$ cat config.mk
export PLATFORM = sky130hd
export DESIGN_NAME = branch_predict_unit
export DESIGN_NICKNAME = d
export VERILOG_FILES = /design/src/rtl/branch_predict_unit.sv
export SDC_FILE = /design/constraint.sdc
export NUM_CORES = 1
export LEC_CHECK = 0
export BUFFER_PORTS_ARGS = -buffer_cell sky130_fd_sc_hd__clkbuf_2
export CAP_MARGIN = 0
export CORE_MARGIN = 1.5
export CORE_UTILIZATION = 35
export CTS_BUF_LIST = sky130_fd_sc_hd__clkbuf_4
export DETAILED_ROUTE_END_ITERATION = 16
export GPL_ROUTABILITY_DRIVEN = 0
export GPL_TIMING_DRIVEN = 0
export MAX_ROUTING_LAYER = met4
export PLACE_DENSITY = 0.54
export SYNTH_ARGS = -nofsm -noshare
export SYNTH_HDL_FRONTEND = slang
export SYNTH_SLANG_ARGS = --single-unit
export TNS_END_PERCENT = 5
$ cat constraint.sdc
create_clock -name clk -period 4.5 [get_ports clk]
set_input_delay 0.225 -clock clk [delete_from_list [all_inputs] [get_ports clk]]
set_output_delay 0.225 -clock clk [all_outputs]
set_load 0.005 [all_outputs]
$ cat src/rtl/branch_predict_unit.sv
// Branch target buffer with 2-bit direction counters, mispredict
// detection, next-PC select and saturating branch statistics.
module branch_predict_unit #(
    parameter int ENTRIES = 16,
    parameter int XLEN    = 32,
    parameter int PERF_W  = 32
) (
    input  logic              clk,
    input  logic              rst,
    input  logic [XLEN-1:0]   fetch_pc,
    output logic              pred_taken,
    output logic [XLEN-1:0]   pred_target,
    output logic              btb_hit,
    input  logic              ex_valid,
    input  logic [XLEN-1:0]   ex_pc,
    input  logic              ex_is_br,
    input  logic              ex_is_jmp,
    input  logic              ex_cmp,
    input  logic [XLEN-1:0]   ex_target,
    input  logic              ex_pred_taken,
    input  logic [XLEN-1:0]   ex_pred_target,
    output logic              flush,
    output logic [1:0]        pcmux_sel,
    output logic [PERF_W-1:0] br_count,
    output logic [PERF_W-1:0] mispred_count
);
    localparam int IDX_W = $clog2(ENTRIES);
    localparam int TAG_W = XLEN - IDX_W - 2;
    localparam logic [PERF_W-1:0] ONE = PERF_W'(1);

    logic             valid  [ENTRIES];
    logic [TAG_W-1:0] tag    [ENTRIES];
    logic [XLEN-1:0]  target [ENTRIES];
    logic [1:0]       ctr    [ENTRIES];

    logic [IDX_W-1:0] f_idx;
    logic [IDX_W-1:0] e_idx;
    logic [TAG_W-1:0] f_tag;
    logic [TAG_W-1:0] e_tag;
    logic             res;
    logic             act;
    logic             mis_t;
    logic             mis_nt;
    logic             e_hit;

    assign f_idx = fetch_pc[IDX_W+1:2];
    assign f_tag = fetch_pc[XLEN-1:IDX_W+2];
    assign e_idx = ex_pc[IDX_W+1:2];
    assign e_tag = ex_pc[XLEN-1:IDX_W+2];

    // Lookup reads the registered array only, so a same-cycle update is not seen
    assign btb_hit     = ~rst & valid[f_idx] & (tag[f_idx] == f_tag);
    assign pred_taken  = btb_hit & ctr[f_idx][1];
    assign pred_target = pred_taken ? target[f_idx] : '0;

    assign res    = ~rst & ex_valid & (ex_is_br | ex_is_jmp);
    assign act    = ex_is_jmp | ex_cmp;
    assign mis_t  = res & act
                  & (~ex_pred_taken | (ex_pred_target != ex_target));
    assign mis_nt = res & ~act & ex_pred_taken;
    assign e_hit  = valid[e_idx] & (tag[e_idx] == e_tag);

    always_comb begin
        flush     = 1'b0;
        pcmux_sel = 2'd0;
        if (mis_t) begin
            flush     = 1'b1;
            pcmux_sel = 2'd2;
        end else if (mis_nt) begin
            flush     = 1'b1;
            pcmux_sel = 2'd1;
        end else if (pred_taken) begin
            pcmux_sel = 2'd3;
        end
    end

    always_ff @(posedge clk) begin
        if (rst) begin
            for (int i = 0; i < ENTRIES; i++) begin
                valid[i] <= 1'b0;
                ctr[i]   <= 2'b01;
            end
            br_count      <= '0;
            mispred_count <= '0;
        end else if (res) begin
            if (br_count != '1)
                br_count <= br_count + ONE;
            if ((mis_t | mis_nt) && (mispred_count != '1))
                mispred_count <= mispred_count + ONE;
            if (e_hit) begin
                if (act && (ctr[e_idx] != 2'b11))
                    ctr[e_idx] <= ctr[e_idx] + 2'd1;
                else if (!act && (ctr[e_idx] != 2'b00))
                    ctr[e_idx] <= ctr[e_idx] - 2'd1;
                if (act)
                    target[e_idx] <= ex_target;
            end else if (act) begin
                // Jumps start strongly taken, branches weakly taken
                valid[e_idx]  <= 1'b1;
                tag[e_idx]    <= e_tag;
                target[e_idx] <= ex_target;
                ctr[e_idx]    <= ex_is_jmp ? 2'b11 : 2'b10;
            end
        end
    end
endmodule

==> results summary <==
The count of cells in the finished layout, fillers not included, comes to 5064. The average size of a mapped cell is 18.8 sq um. Setup repair after global routing could not meet its margin everywhere. The overall overflow remaining after global route is 0.

Summed over all nets, the half-perimeter wirelength after detailed placement is 96900 um. The number of clock buffers added by TritonCTS is 295. The data arrival time of the critical path is 4690 ps. The cell family contributing the most delay on the critical path is buffers and inverters. For this run, the detailed router's first-pass iteration total came to 5.

The static leakage power is 18.7 nW. The violation count after the first detailed-route iteration came out at 2983. At the end of the flow the core is filled with cells to 42.6%. The area enclosed by the die boundary came out at 0.133 sq mm. The maximum level of the CTS H-tree is 5. IR analysis of the VDD net gives a maximum drop of 0.256 mV.

Entering global routing, the biggest net connects 21 pins. The area occupied by registers came out at 0.0304 sq mm. The tree built by TritonCTS fans out to 1040 sinks. Routed signal wires occupy layers up through met4. Walking the worst path, the cells encountered are buf_2 > buf_1 > clkbuf_2 > mux4_2 > mux4_2 > xnor2_1 > nand4_1 > nor2_1 > nand4_1 > buf_6 > nand2b_4 > clkbuf_8 > nor2b_4 > clkbuf_2.

The area share of the largest cell type after synthesis is 63.0%. The slowest cell on the critical path is buf_1. The most frequent standard cell in the layout excluding fill and tap cells is edfxtp_1. The worst hold path class is input pin to flop.

The die width is 364 um. The root buffer cell chosen for the clock tree is clkbuf_4. The data required time at the worst endpoint is 4280 ps. Counting flops and latches in the post-synthesis netlist gives 1040. The number of nets still failing antenna checks after routing came out at 0. Yosys attributes the largest share of cell area to edfxtp_1 63%, mux4_2 16%, dfxtp_1 3.5%, mux2i_1 3.0%, xor2_1 2.0%. The layout filler cell count came out at 11600.

The number of enable-type register cells in the synthesized netlist came out at 960. The number of warnings reported in the yosys synthesis log came out at 0. The floorplan step defined a core boundary enclosing 0.130 sq mm.

After detailed routing, the met3 layer carries 11200 um of wire. The final reports fail on negative setup slack. The final wirelength came out at 150000 um. The smallest setup slack after layout is -414 ps.

The routed length on met2 is 74200 um. The instance count of the mapped netlist is 2433. The total standard cell area after synthesis came out at 0.0457 sq mm. The worst setup path is captured at an output port. The share of synthesized flip-flops with an asynchronous set or reset came out at 0%.

edfxtp_1 takes more of the synthesized area than any other cell. The buffering stage count on the worst path with inverters included is 6. Once placement completed, the tool counted placed cells totaling 4439. The top cell types in the final layout, fill and taps aside, are 960 x edfxtp_1, 411 x clkbuf_4, 329 x mux4_2, 245 x clkbuf_2, 139 x mux2i_1. The worst setup path is launched from an input pin. The number of top-level pins came out at 236.

The all-layer global routing usage is 23.1%. In this design, the stage delay of the slowest critical-path cell is 740 ps. At the pin with the least slew margin, the transition time is 1230 ps. The number of maximum-capacitance violations came out at 0. The max-slew violation count came out at 0. The run finished, with violations left. The first-pass GRT wire length came out at 209000 um. The number of remaining DRC errors came out at 0. In this run the worst path has a maximum fanout of 10.

The sequential area share after synthesis is 66.5%. From synthesis to final layout, the design area changed by 20.8%. The number of nets produced by synthesis came out at 2570. The clock-pin slew on the worst setup and hold paths came out at 60 ps.

The maximum number of buffers from clock root to sink is 4. The net total in the final layout is 3267. The number of distinct library cells after synthesis came out at 80. The site row count is 132. TritonCTS built the clock tree. The fmax is 0.204 GHz. Dividing the detail-routed wire length by the instance count gives 29.6 um.

By startpoint and endpoint, the worst setup path is classified as input pin to output port. The number of port buffers came out at 228. The final-report hold violation count came out at 0. Measured against its own limit, the worst slew margin works out to 18.1%. Clock skew on the completed layout was measured at 104 ps. After layout, the worst path uses 109% of the clock period. The share of post-route cells with drive strength above 1 came out at 37.1%. The routed via count came out at 28200. The initial antenna violation count was 12. For this block, wires on met1 add up to 58200 um. The predominant post-synthesis flop cell is edfxtp_1. Once the floorplan was initialized, standard cells occupied 35.3% of the core. The total power per unit cell area is 373 mW/mm^2.

The via count of the first global-routing pass is 29200. The count of endpoints failing setup in the final report came out at 37. The average via count per standard cell is 5.57. The vertical die dimension came out at 364 um.

The later pin in the worst-skew pair is clocked with a latency of 1270 ps. The area occupied by multi-input gates is 0.0148 sq mm. The clock period minus final worst setup slack came out at 4910 ps.
report_power, final:
| part | internal, mW | total [mW] | switching, mW |
|---|---|---|---|
| registers | 10.6 | 10.7 | 0.0315 |
| logic | 0.697 | 1.68 | 0.980 |
| clock network | 4.33 | 8.27 | 3.93 |
Yosys cell counts, drive strengths merged, types with 10 or more instances:
master and number:
mux2i 139, and3 25, buf 86, a21oi 19, a22o 14, xnor2 38
nand3 34, dfxtp 80, o22ai 11, inv 14, nor2 111, nand2 63
nor3b 13, xor2 107, nor4 18, clkbuf 63, a21o 13, nand4 28
a211oi 10, a22oi 36, o21ai 21, edfxtp 960, o211ai 15, nor2b 46
nor3 20, mux4 357
cell type report:
cell class	count	share of cell area (%)
clock buffers	410	5.57
multi-input cells	1230	26.8
clock inverters	62	0.595
diodes	17	0.0770
repair buffers	399	5.96
well taps	1742	3.94
plain buffers	149	1.89
flip-flops and latches	1040	55.1
inverters	15	0.102
stage by stage:
stage	TNS (ps)	instance area (sq um)	worst slack (ps)	power [mW]	hold slack, ps
after CTS	-15300	55200	-486	20.8	2.59
after global placement	-2390610	49100	-3580	12.4	458
after global routing	-18450	55300	-570	21.4	-11.3
after detailed placement	-575980	50100	-2140	12.4	475
final	-12350	55300	-414	20.6	83.0
after floorplan	0	45700	215	11.7	324
worst paths after layout:
kind | start | end | slack (ps) | cells past startpoint
worst min-delay path | ex_pc[16] | tag[15][10]$_DFFE_PP_ | 80 | 2
worst max register to register | tag[11][20]$_DFFE_PP_ | tag[4][0]$_DFFE_PP_ | 140 | 11
worst min register to register | valid[1]$_DFF_P_ | valid[1]$_DFF_P_ | 490 | 1
worst max-delay path | fetch_pc[3] | pred_target[29] | -410 | 14
registers in the layout, indices dropped and copies added (netlist names):
register	flops
ctr	32
valid	16
tag	416
target	512
mispred_count	32
br_count	32
kinds of logic after synthesis:
group,after synthesis,share of synthesized area (%)
DFF,1040,66.5
muxes,504,21.0
and+or+nand+nor,399,4.69
AOI/OAI and AO/OA,179,2.91
buffers and inverters,164,1.99
xor gates and xnor gates,145,2.78
adders and majority gates,2,0.0547
timing repair:
action	CTS	global route
hold buffers	130	0
gates cloned	2	0
setup endpoints to repair	215	178
buffers inserted	3	1
gates resized for setup	97	19
endpoints found under the hold margin	1058	0
pin swaps	4	1
metal layers:
metal | global-route usage (%) | vias to the layer above
li1 | - | 11600
met1 | 28.2 | 14700
met2 | 37.3 | 1464
met3 | 4.72 | 365
met4 | 9.92 | 0
met5 | - | -
No activity file was read; power rests on OpenSTA's default activity.
